[config.mk]
export PLATFORM = sky130hd
export DESIGN_NAME = osc_freq_cal
export DESIGN_NICKNAME = d
export VERILOG_FILES = /design/src/rtl/osc_cal_pkg.sv /design/src/rtl/osc_code_map.sv /design/src/rtl/osc_freq_cal.sv
export SDC_FILE = /design/constraint.sdc
export NUM_CORES = 1
export LEC_CHECK = 0
export ABC_AREA = 1
export CAP_MARGIN = 30
export CORE_ASPECT_RATIO = 1.5
export CORE_MARGIN = 2
export CORE_UTILIZATION = 40
export CTS_CLUSTER_SIZE = 14
export DETAILED_ROUTE_END_ITERATION = 10
export PLACE_DENSITY_LB_ADDON = 0.15
export SLEW_MARGIN = 20
export SYNTH_ARGS = -nofsm -noshare
export SYNTH_HDL_FRONTEND = slang
export SYNTH_HIERARCHICAL = 1
export SYNTH_SLANG_ARGS = --single-unit
[constraint.sdc]
create_clock -name clk -period 13.79 [get_ports clk]
set_input_delay 2.758 -clock clk [delete_from_list [all_inputs] [get_ports clk]]
set_output_delay 2.758 -clock clk [all_outputs]
set_load 0.02 [all_outputs]
[src/rtl/osc_cal_pkg.sv]
// Shared types and helpers for the ring-oscillator frequency calibration block.
// Holds the controller state encoding, code field widths and the coarse thermometer map.
package osc_cal_pkg;

    localparam int CODE_W = 7;
    localparam int FINE_W = 4;

    typedef enum logic [2:0] {
        IDLE    = 3'd0,
        SETTLE  = 3'd1,
        MEASURE = 3'd2,
        DECIDE  = 3'd3,
        HOLD    = 3'd4,
        TRACK   = 3'd5
    } cal_state_e;

    // Coarse step k lights the k lowest delay cells.
    function automatic logic [6:0] coarse2therm(input logic [2:0] k);
        return 7'((8'd1 << k) - 8'd1);
    endfunction

endpackage

[src/rtl/osc_code_map.sv]
// Registers the combined delay code onto the oscillator's coarse (thermometer)
// and fine (binary) delay controls.
module osc_code_map
    import osc_cal_pkg::*;
#(
    parameter logic [CODE_W-1:0] CODE_INIT = 7'd64
) (
    input  logic              clk,
    input  logic              rst,
    input  logic [CODE_W-1:0] code,
    output logic [6:0]        delay_con_msb,
    output logic [FINE_W-1:0] delay_con_lsb
);

    always_ff @(posedge clk) begin
        if (rst) begin
            delay_con_msb <= coarse2therm(CODE_INIT[6:4]);
            delay_con_lsb <= CODE_INIT[3:0];
        end else begin
            delay_con_msb <= coarse2therm(code[6:4]);
            delay_con_lsb <= code[3:0];
        end
    end

endmodule

[src/rtl/osc_freq_cal.sv]
// Ring-oscillator frequency calibration: 7-bit SAR search of the delay code against
// a counted window of oscillator edges, followed by optional +/-1 tracking.
module osc_freq_cal
    import osc_cal_pkg::*;
#(
    parameter int                CNT_W      = 12,
    parameter int                WIN_CYC    = 256,
    parameter int                SETTLE_CYC = 16,
    parameter logic [CODE_W-1:0] CODE_INIT  = 7'd64
) (
    input  logic              clk,
    input  logic              rst,
    input  logic              en_req,
    input  logic              cal_start,
    input  logic              track_en,
    input  logic [CNT_W-1:0]  target_cnt,
    input  logic [3:0]        tol,
    input  logic [CNT_W-1:0]  osc_cnt,
    output logic              glob_en,
    output logic [6:0]        delay_con_msb,
    output logic [FINE_W-1:0] delay_con_lsb,
    output logic [CODE_W-1:0] code,
    output logic              busy,
    output logic              cal_done,
    output logic              locked,
    output logic              sat_err,
    output cal_state_e        state_dbg
);

    localparam int WCNT_W = $clog2((WIN_CYC > SETTLE_CYC) ? WIN_CYC : SETTLE_CYC);
    localparam int BW     = CNT_W + 1;
    localparam logic [CODE_W-1:0] SAR_START = 7'b1000000;
    localparam logic [CODE_W-1:0] CODE_MAX  = 7'd127;

    cal_state_e        state;
    logic [2:0]        bit_idx;
    logic [WCNT_W-1:0] win_cnt;
    logic [CNT_W-1:0]  cnt0;
    logic [CNT_W-1:0]  cnt1;
    logic              track_mode;

    logic [CNT_W-1:0]  delta;
    logic [CNT_W-1:0]  lo_band;
    logic [BW-1:0]     hi_band;
    logic              step_up;
    logic              step_dn;
    logic [CODE_W-1:0] sar_code;

    assign state_dbg = state;

    // Modular subtraction absorbs a single counter wrap inside the window.
    always_comb begin
        delta    = cnt1 - cnt0;
        hi_band  = {1'b0, target_cnt} + BW'(tol);
        lo_band  = (target_cnt >= CNT_W'(tol)) ? (target_cnt - CNT_W'(tol)) : '0;
        step_up  = {1'b0, delta} > hi_band;
        step_dn  = delta < lo_band;
        sar_code = (delta > target_cnt) ? code : (code & ~(CODE_W'(1) << bit_idx));
    end

    always_ff @(posedge clk) begin
        cal_done <= 1'b0;
        if (rst) begin
            state      <= IDLE;
            code       <= CODE_INIT;
            bit_idx    <= 3'd6;
            win_cnt    <= '0;
            cnt0       <= '0;
            cnt1       <= '0;
            track_mode <= 1'b0;
            glob_en    <= 1'b0;
            busy       <= 1'b0;
            locked     <= 1'b0;
            sat_err    <= 1'b0;
        end else if (!en_req) begin
            state      <= IDLE;
            code       <= CODE_INIT;
            win_cnt    <= '0;
            track_mode <= 1'b0;
            glob_en    <= 1'b0;
            busy       <= 1'b0;
            locked     <= 1'b0;
        end else if (cal_start) begin
            state      <= SETTLE;
            code       <= SAR_START;
            bit_idx    <= 3'd6;
            win_cnt    <= '0;
            track_mode <= 1'b0;
            glob_en    <= 1'b1;
            busy       <= 1'b1;
            locked     <= 1'b0;
            sat_err    <= 1'b0;
        end else begin
            case (state)
                IDLE, HOLD: begin
                end
                SETTLE: begin
                    if (win_cnt == WCNT_W'(SETTLE_CYC - 1)) begin
                        cnt0    <= osc_cnt;
                        win_cnt <= '0;
                        state   <= MEASURE;
                    end else begin
                        win_cnt <= win_cnt + 1'b1;
                    end
                end
                MEASURE: begin
                    if (win_cnt == WCNT_W'(WIN_CYC - 1)) begin
                        cnt1    <= osc_cnt;
                        win_cnt <= '0;
                        state   <= DECIDE;
                    end else begin
                        win_cnt <= win_cnt + 1'b1;
                    end
                end
                DECIDE: begin
                    if (track_mode) begin
                        // Saturate at the code limits and flag it instead of wrapping.
                        if (step_up) begin
                            if (code == CODE_MAX) sat_err <= 1'b1;
                            else                  code    <= code + 7'd1;
                        end else if (step_dn) begin
                            if (code == '0) sat_err <= 1'b1;
                            else            code    <= code - 7'd1;
                        end
                        state <= SETTLE;
                    end else if (bit_idx != 3'd0) begin
                        code    <= sar_code | (CODE_W'(1) << (bit_idx - 3'd1));
                        bit_idx <= bit_idx - 3'd1;
                        state   <= SETTLE;
                    end else begin
                        code     <= sar_code;
                        cal_done <= 1'b1;
                        locked   <= 1'b1;
                        if (track_en) begin
                            state      <= TRACK;
                            track_mode <= 1'b1;
                            busy       <= 1'b1;
                        end else begin
                            state <= HOLD;
                            busy  <= 1'b0;
                        end
                    end
                end
                TRACK: begin
                    state <= SETTLE;
                end
                default: begin
                    state <= IDLE;
                end
            endcase
        end
    end

    osc_code_map #(
        .CODE_INIT(CODE_INIT)
    ) u_code_map (
        .clk          (clk),
        .rst          (rst),
        .code         (code),
        .delay_con_msb(delay_con_msb),
        .delay_con_lsb(delay_con_lsb)
    );

endmodule
# == After elaboration in Yosys (flattened, before gate mapping) ==
# Cells that the tools add are included.
# word_totals
register_bits,62
# classes
add_sub_neg,8
order_cmp,4
eq_ne,19
shift,3
muxes,37
bitwise_logic,9
reduce_logical,22
# op_table
op,n
2-to-1 mux 7 bit,7
2-to-1 mux 3 bit,8
<< shifter 1 x 3 -> 7 bit (first input constant),3
2-to-1 mux 1 bit,17
2-to-1 mux 8 bit,2
case mux 8 bit (2 select lines),1
AND reduction 4 bit,4
case mux 3 bit (5 select lines),1
subtractor 7 x 1 -> 7 bit (second input constant),2
adder 12 x 4 -> 13 bit,1
greater-than comparator 12 x 13 -> 1 bit,1
>= comparator 12 x 4 -> 1 bit,1
greater-than comparator 12 bit,1
< comparator 12 bit,1
2-to-1 mux 12 bit,1
inequality test 3 bit (second input constant),4
AND reduction 3 bit,4
subtractor 12 bit,1
subtractor 12 x 4 -> 12 bit,1
inequality test 2 bit (second input constant),5
nonzero test 3 bit,3
adder 8 x 1 -> 8 bit (second input constant),1
equality test 8 x 4 -> 1 bit (second input constant),1
equality test 8 bit (second input constant),1
19 further kinds,30

# == Logic depth before layout (Yosys ltp) ==
# depth
ltp_word,8
depth_mapped,34

# == Cells and area by module ==
# The synthesis kept the hierarchy.
# modules_own_cells
mod,n_inst,cells_per_inst,area_per_inst_um2,seq_area_each_um2
osc_freq_cal,1,721,4705.8,1021.0
osc_code_map,1,51,401.6,220.2

# == Worst setup path after synthesis ==
# Ideal clock, no wire load.
# synth_path
path_kind,in2reg
start,input port tol[2]
end,register code[6]
setup_ns,0.123
t_arrival_ns,6.652
required_time_ns,13.667
setup_slack_ns,7.014
cell_stages,33
cell_sequence,inv_1 > ha_1 > buf_2 > nor2_1 > nand2_1 > nand2_1 > nand2_1 > a21oi_1 > nand2_1 > nor2_1 > nand4_1 > nor2_1 > xor2_1 > ha_1 > inv_1 > a31oi_1 > nand2_1 > nor2_2 > nand2_1 > nand2_2 > nand2_1 > fa_1 > a21o_1 > a21oi_1 > o21ai_0 > a21oi_1 > xor2_1 > inv_1 > xor2_1 > nand2_1 > nand2_1 > nand2_1 > nand3_1
# synth_between
elab_chain_len,5
# synth_rtl
element,line_no,text
from (decl),osc_freq_cal.sv:17,"input logic [3:0] tol,"
subtractor 12 x 4 -> 12 bit / >= comparator 12 x 4 -> 1 bit (equally long branches),osc_freq_cal.sv:55,lo_band = (target_cnt >= CNT_W'(tol)) ? (target_cnt - CNT_W'(tol)) : '0;
2-to-1 mux 12 bit,osc_freq_cal.sv:55,
< comparator 12 bit,osc_freq_cal.sv:57,step_dn = delta < lo_band;
inequality test 3 x 1 -> 1 bit (no source line),n/a,
AND reduction 4 bit (no source line),n/a,
to (signal assigned),osc_freq_cal.sv:120,else code <= code + 7'd1;
to (signal assigned),osc_freq_cal.sv:123,else code <= code - 7'd1;
to (signal assigned),osc_freq_cal.sv:127,code <= sar_code | (CODE_W'(1) << (bit_idx - 3'd1));
to (decl),osc_freq_cal.sv:22,"output logic [CODE_W-1:0] code,"
# Several ways; a longest one is shown, not always the timed one.
# A chain may end at the register's enable or synchronous reset.

# == Worst setup path after layout ==
# Same ends and word-level chain as after synthesis.

==> summary.md <==
| Metric | Value |
|---|---|
| Chip Height | `142 um` |
| Yosys synthesis warning count | `6` |
| Slew HR | `0.432` |
| DRT antenna net count | `0` |
| Worst Path Max Fanout | `10` |
| P per Cell Area | `75.3 nW/um^2` |
| Ys flop type | `dfxtp_1` |
| Maximum vdd drop | `0.0000867 V` |
| Largest net degree at the start of global routing | `28` |
| RSZ-0062 raised after global routing | `no` |
| Setup crit end | `code[6]$_SDFFE_PP1P_` |
| Setup TNS | `0 ps` |
| GP Congestion | `0.919` |
| Vias per cell | `5.08` |
| CTS tree | `built` |
| Arr. time, crit path | `7700 ps` |
| Post-DP HPWL | `10.3 mm` |
| Xor/xnor share of the synthesized area | `0.0412` |
| Post-synthesis simple-gate area fraction | `0.277` |
| N_diodes | `0` |
| Site row count | `50` |
| Syn Area/Cell | `6.62 sq um` |
| Port Buffers | `58` |
| Reg clk slew, reported paths | `60 ps` |
| Yosys top cell area share | `0.243` |
| Detailed Routing Iterations Pass 1 | `6` |
| Status | `finished, final reports clean` |
| Levels on crit path | `33` |
| Gr ovfl total | `0` |
| Crit path capture type | `flop` |
| FFs w/ async S/R, synth | `0` |
| Clk sinks | `62` |
| Leading cell types in the layout, fill and taps excluded | `nand2_1 (145), inv_1 (126), nor2_1 (72)` |
| Area contributors post-synth | `dfxtp_1 (24%), ha_1 (16%), nand2_1 (11%)` |
| Non-Filler Instances | `986` |
| Yosys cell types | `39` |
| IO Pins | `59` |
| Total of cells resized after clock tree synthesis | `0` |
| RR Endpoint | `code[6]$_SDFFE_PP1P_` |
| Share of layout cells above drive strength 1 | `0.0494` |
| Synth Area in Compound Gates | `0.152` |
| Syn Inst Count | `772` |
| Clock buffer count from CTS | `9` |
| Period utilisation layout | `0.546` |
| Syn-to-layout area delta | `19.3%` |
| Vias in the first global route | `4865` |
| Number of synthesized flops with an enable pin | `0` |
| Worst-Margin Slew | `849 ps` |
| Critical path class | `in2reg` |
| Count of final setup violators | `0` |
| RR Startpoint | `cnt0[2]$_SDFFE_PP0P_` |
| Yosys reg bits | `62` |
| Fin. Hold Viols | `0` |
| Post-synthesis mux area share | `0` |
| Final WL | `12.9 mm` |
| Vias post-DR | `5007` |
| Max_cap viols | `0` |
| Clock Skew | `7.02 ps` |
| DRC errors left | `0` |
| HP Class | `reg2reg` |
| Mapped cell area | `5110 sq um` |
| Worst R2R Path Depth | `32` |
| Longest Clk Path Bufs | `2` |
| Syn nets | `874` |
| Post-CTS Hold Buffers | `0` |
| Worst path bufs/invs | `4` |
| Slowest CP cell | `fa_1` |
| First-pass GRT wire length | `21.6 mm` |
| Initial Util | `0.410` |
| Layout Nets | `927` |
| Post-synthesis adder-cell area fraction | `0.175` |
| Setup bufs post-CTS | `0` |
| Final max-slew violation count | `0` |
| Placed cell count | `970` |
| FMAX | `0.133 GHz` |
| Core Area | `12400 sq um` |
| Sequential area share after synthesis | `0.243` |
| Routed len/inst | `13.0 um` |
| Largest delay share family, worst path | `simple AND/OR/NAND/NOR gates` |
| Main combinational cell family by area after synthesis | `simple AND/OR/NAND/NOR gates` |
| Total Die Area | `13700 sq um` |
| Clock latency on the worst-skew pair | `330 ps` |
| Antenna violations before repair | `0` |
| P_leak | `0.00291 uW` |
| Min cycle time layout | `7530 ps` |
| Worst reg2reg setup slack | `8740 ps` |
| DR iter-0 viols | `172` |
| Commonest non-fill, non-tap cell in the layout | `nand2_1` |
| Crit-path most repeated cell | `nand2_1` |
| H-tree Lvls | `3` |
| Chip Width | `96.3 um` |
| Worst Setup SP | `tol[2]` |
| Synth area leader | `dfxtp_1` |
| Nature of the critical path startpoint | `primary input` |
| CP Data Required Time | `13970 ps` |
| CP max stage delay | `500 ps` |
| Root Driver | `clkbuf_16` |
| GRT Util Overall | `0.197` |
==> where the power goes <==
group	total [uW]	internal, uW	switching, uW
clock network	211	124	87.6
registers	181	180	1.24
logic	66.3	26.7	39.6
total	459	330	128
==> flip-flops by register name, summed over array words and instances (netlist names) <==
name and cells:
cnt0 12, cnt1 12, win_cnt 8, code 7, u_code_map/delay_con_msb 7, u_code_map/delay_con_lsb 4
bit_idx 3, state_dbg 3, busy 1, cal_done 1, glob_en 1, locked 1
sat_err 1, track_mode 1
==> synth_stat cells, drive strengths merged (2+ instances only) <==
cell type / number
nor3: 15
dfxtp: 62
o22ai: 4
a21oi: 71
nor2: 81
a31oi: 13
clkbuf: 10
xor2: 17
and2: 2
nand2: 152
nand3: 59
buf: 6
o31ai: 2
nand4: 8
inv: 131
nor4: 5
xnor2: 7
o21ai: 46
fa: 4
ha: 65
o221ai: 2
==> through the flow <==
stage	setup WS [ps]	area (sq um)	power, uW	hold WS [ps]	util
floorplan	7010	5110	227	427	-
global placement	6170	5810	250	438	0.466
detailed placement	5990	5810	251	441	0.466
CTS	6310	6090	464	451	0.489
global route	5740	6090	481	477	0.489
finish	6260	6090	459	449	0.489
==> worst min-delay path, cell delays in order (launching register included) <==
cell,delay (ps)
dfxtp_1,310
inv_1,50
a21oi_1,50
==> how the worst min path moves through the flow <==
| stage | start | endpoint | depth (start not counted) |
|---|---|---|---|
| 2_1_floorplan | cnt1[2]$_SDFFE_PP0P_ | cnt1[2]$_SDFFE_PP0P_ | 2 |
| 3_3_place_gp | cnt1[6]$_SDFFE_PP0P_ | cnt1[6]$_SDFFE_PP0P_ | 2 |
| 3_5_place_dp | cnt0[0]$_SDFFE_PP0P_ | cnt0[0]$_SDFFE_PP0P_ | 2 |
| 4_1_cts | cnt0[0]$_SDFFE_PP0P_ | cnt0[0]$_SDFFE_PP0P_ | 2 |
| 5_1_grt | cnt1[6]$_SDFFE_PP0P_ | cnt1[6]$_SDFFE_PP0P_ | 2 |
| 6_report | cnt1[7]$_SDFFE_PP0P_ | cnt1[7]$_SDFFE_PP0P_ | 2 |
==> cell families (layout without fill, tap and decap cells) <==
group                      count (synthesis)  after routing
adders and majority gates                 69             69
and+or+nand+nor                          326            326
xor gates and xnor gates                  24             24
DFF                                       62             62
buffers and inverters                    148            206
AOI/OAI and AO/OA                        143            143
==> per-layer routing <==
metal,wire length [um],track usage,vias up
met4,325,0.0774,0
li1,-,-,2632
met5,0,0,-
met1,5410,0.220,2249
met2,6670,0.367,100
met3,453,0.0254,26
==> final cells by class <==
cell class	instances	area, sq um
clock inverters	7	58.8
multi-input cells	562	3290
inverters	132	495
repair buffers	58	581
flip-flops and latches	62	1240
fillers	1279	6360
well taps	156	195
clock buffers	9	225
Note: power is estimated with default switching activity, not from simulation.
==> RTL change: new RTL, config.mk and constraints unchanged <==
Add an input register stage for `target_cnt`; this delays it by one clock. The other inputs are not delayed to match.
--- a/src/rtl/osc_freq_cal.sv
+++ b/src/rtl/osc_freq_cal.sv
@@ -34,2 +34,8 @@
 
+    logic [CNT_W-1:0] target_cnt_q;
+
+    always_ff @(posedge clk) begin
+        target_cnt_q <= target_cnt;
+    end
+
     cal_state_e        state;
@@ -53,7 +59,7 @@
         delta    = cnt1 - cnt0;
-        hi_band  = {1'b0, target_cnt} + BW'(tol);
-        lo_band  = (target_cnt >= CNT_W'(tol)) ? (target_cnt - CNT_W'(tol)) : '0;
+        hi_band  = {1'b0, target_cnt_q} + BW'(tol);
+        lo_band  = (target_cnt_q >= CNT_W'(tol)) ? (target_cnt_q - CNT_W'(tol)) : '0;
         step_up  = {1'b0, delta} > hi_band;
         step_dn  = delta < lo_band;
-        sar_code = (delta > target_cnt) ? code : (code & ~(CODE_W'(1) << bit_idx));
+        sar_code = (delta > target_cnt_q) ? code : (code & ~(CODE_W'(1) << bit_idx));
     end
Function: same outputs for any inputs over 10 cycles, from zero or initial values and one cycle with rst high; that may be too few to reach the edited logic, so the function may still have changed.
==> RTL change against the unedited design <==
Largest power group is now registers; sequential cell count is 12 higher; sequential share of layout area rose by 2.5 points; maximum frequency barely moved; synthesized area up 8.0%; wire length up 5.8%; worst setup slack hardly changed; cell area rose by 6.5%; power grew 11%.
==> RTL change: results (changes against the unedited design) <==
Min Hold Slack=0.448 ns (-0.00116 ns); wire length on met1=5630 µm (+4.1%); Seq/Total Area, Yosys=0.268 (+0.0255); Slew @ Worst Pin=0.884 ns (+0.0345 ns); Hold Path Origin=cnt1[4]$_SDFFE_PP0P_; total track usage=0.192 (-0.00537); global-route wire length before repair=22800 µm (+5.7%); Worst EP arrival=7.71 ns (about the same); via count of the first global-routing pass=4988 (+2.5%); WHS Endpoint=cnt1[4]$_SDFFE_PP0P_; drt wl/cell=13.4 µm (+2.9%); met2 Use GR=0.349 (-0.0180); syn nets=898 (+2.7%); post-synth cell types=43 (+10%); Met2 Wirelength=7080 µm (+6.2%); status=complete, no violations; clock share of power=0.433 (-0.027); GRT met1 Usage=0.208 (-0.0122); Final nets=951 (+2.6%); Port Buffers=58 (unchanged); grt met3 use=0.0364 (+0.0110); number of iterations in the first detailed-routing pass=4 (-2); WL met3=400 µm (-12%); Pleak=0.00310 µW (+6.5%); maximum VDD drop=0.0472 mV (-46%); dpl hpwl=11000 µm (+6.2%); R2R setup slack=8.81 ns (+0.07 ns); top cells by count, synth=nand2_1 (135), inv_1 (134), nor2_1 (75); routability cong.=0.916 (-0.32%); clk_skew=0.00645 ns (-0.000568 ns); DR iter-0 viols=203 (+18%); switching share of power=0.262 (-0.0180); drt via density=5.13 (+1.1%); Synth area leaders=dfxtp_1 (27%), ha_1 (15%), nand2_1 (9.2%); Largest regs=cnt0: 12 flops, cnt1: 12 flops, target_cnt_q: 12 flops
## RTL change: metrics by stage
step | setup WS, ns | instances | util | instance area, µm² | power (µW)
final | 6.26 | 1014 | 0.481 | 6480 | 508
after detailed placement | 5.98 | 1000 | 0.461 | 6210 | 292
after global placement | 6.18 | 1000 | 0.461 | 6210 | 291
after floorplan | 7.03 | 796 | - | 5520 | 270
after global routing | 5.71 | 1014 | 0.481 | 6480 | 534
after CTS | 6.30 | 1014 | 0.481 | 6480 | 514
## RTL change: cells by family (layout without fill, tap and decap cells)
family | after synthesis | in the layout | share of synthesized area
and+or+nand+nor | 334 | 334 | 0.279
buffers and inverters | 154 | 210 | 0.111
AOI/OAI and AO/OA | 142 | 142 | 0.143
DFF | 74 | 74 | 0.268
adders and majority gates | 69 | 69 | 0.162
xor gates and xnor gates | 23 | 23 | 0.0365
## RTL change: area by class of cell
cell class,instances,area [µm²]
clock buffer,11,253
clock inverter,3,25.0
fill,1378,6980
inverter,138,519
multi-input combinational,568,3420
sequential,74,1480
tap,162,203
timing repair buffer,58,581
## RTL change: worst max-delay path, delay by kind of cell
family | cells | cell delay, ns
AO/OA/AOI/OAI | 5 | 0.85
buffers and inverters | 4 | 0.64
adder cells (fa/ha/maj) | 3 | 1.19
AND/OR/NAND/NOR | 19 | 1.87
XOR/XNOR | 3 | 0.39
## RTL change: worst max-delay path by stage
stage	from	slack [ns]	to
after floorplan	tol[2]	7.03	code[6]$_SDFFE_PP1P_
after global placement	tol[2]	6.18	code[6]$_SDFFE_PP1P_
after detailed placement	tol[2]	5.98	code[6]$_SDFFE_PP1P_
after CTS	tol[2]	6.30	code[6]$_SDFFE_PP1P_
after global routing	tol[2]	5.71	code[6]$_SDFFE_PP1P_
final	tol[2]	6.26	code[6]$_SDFFE_PP1P_
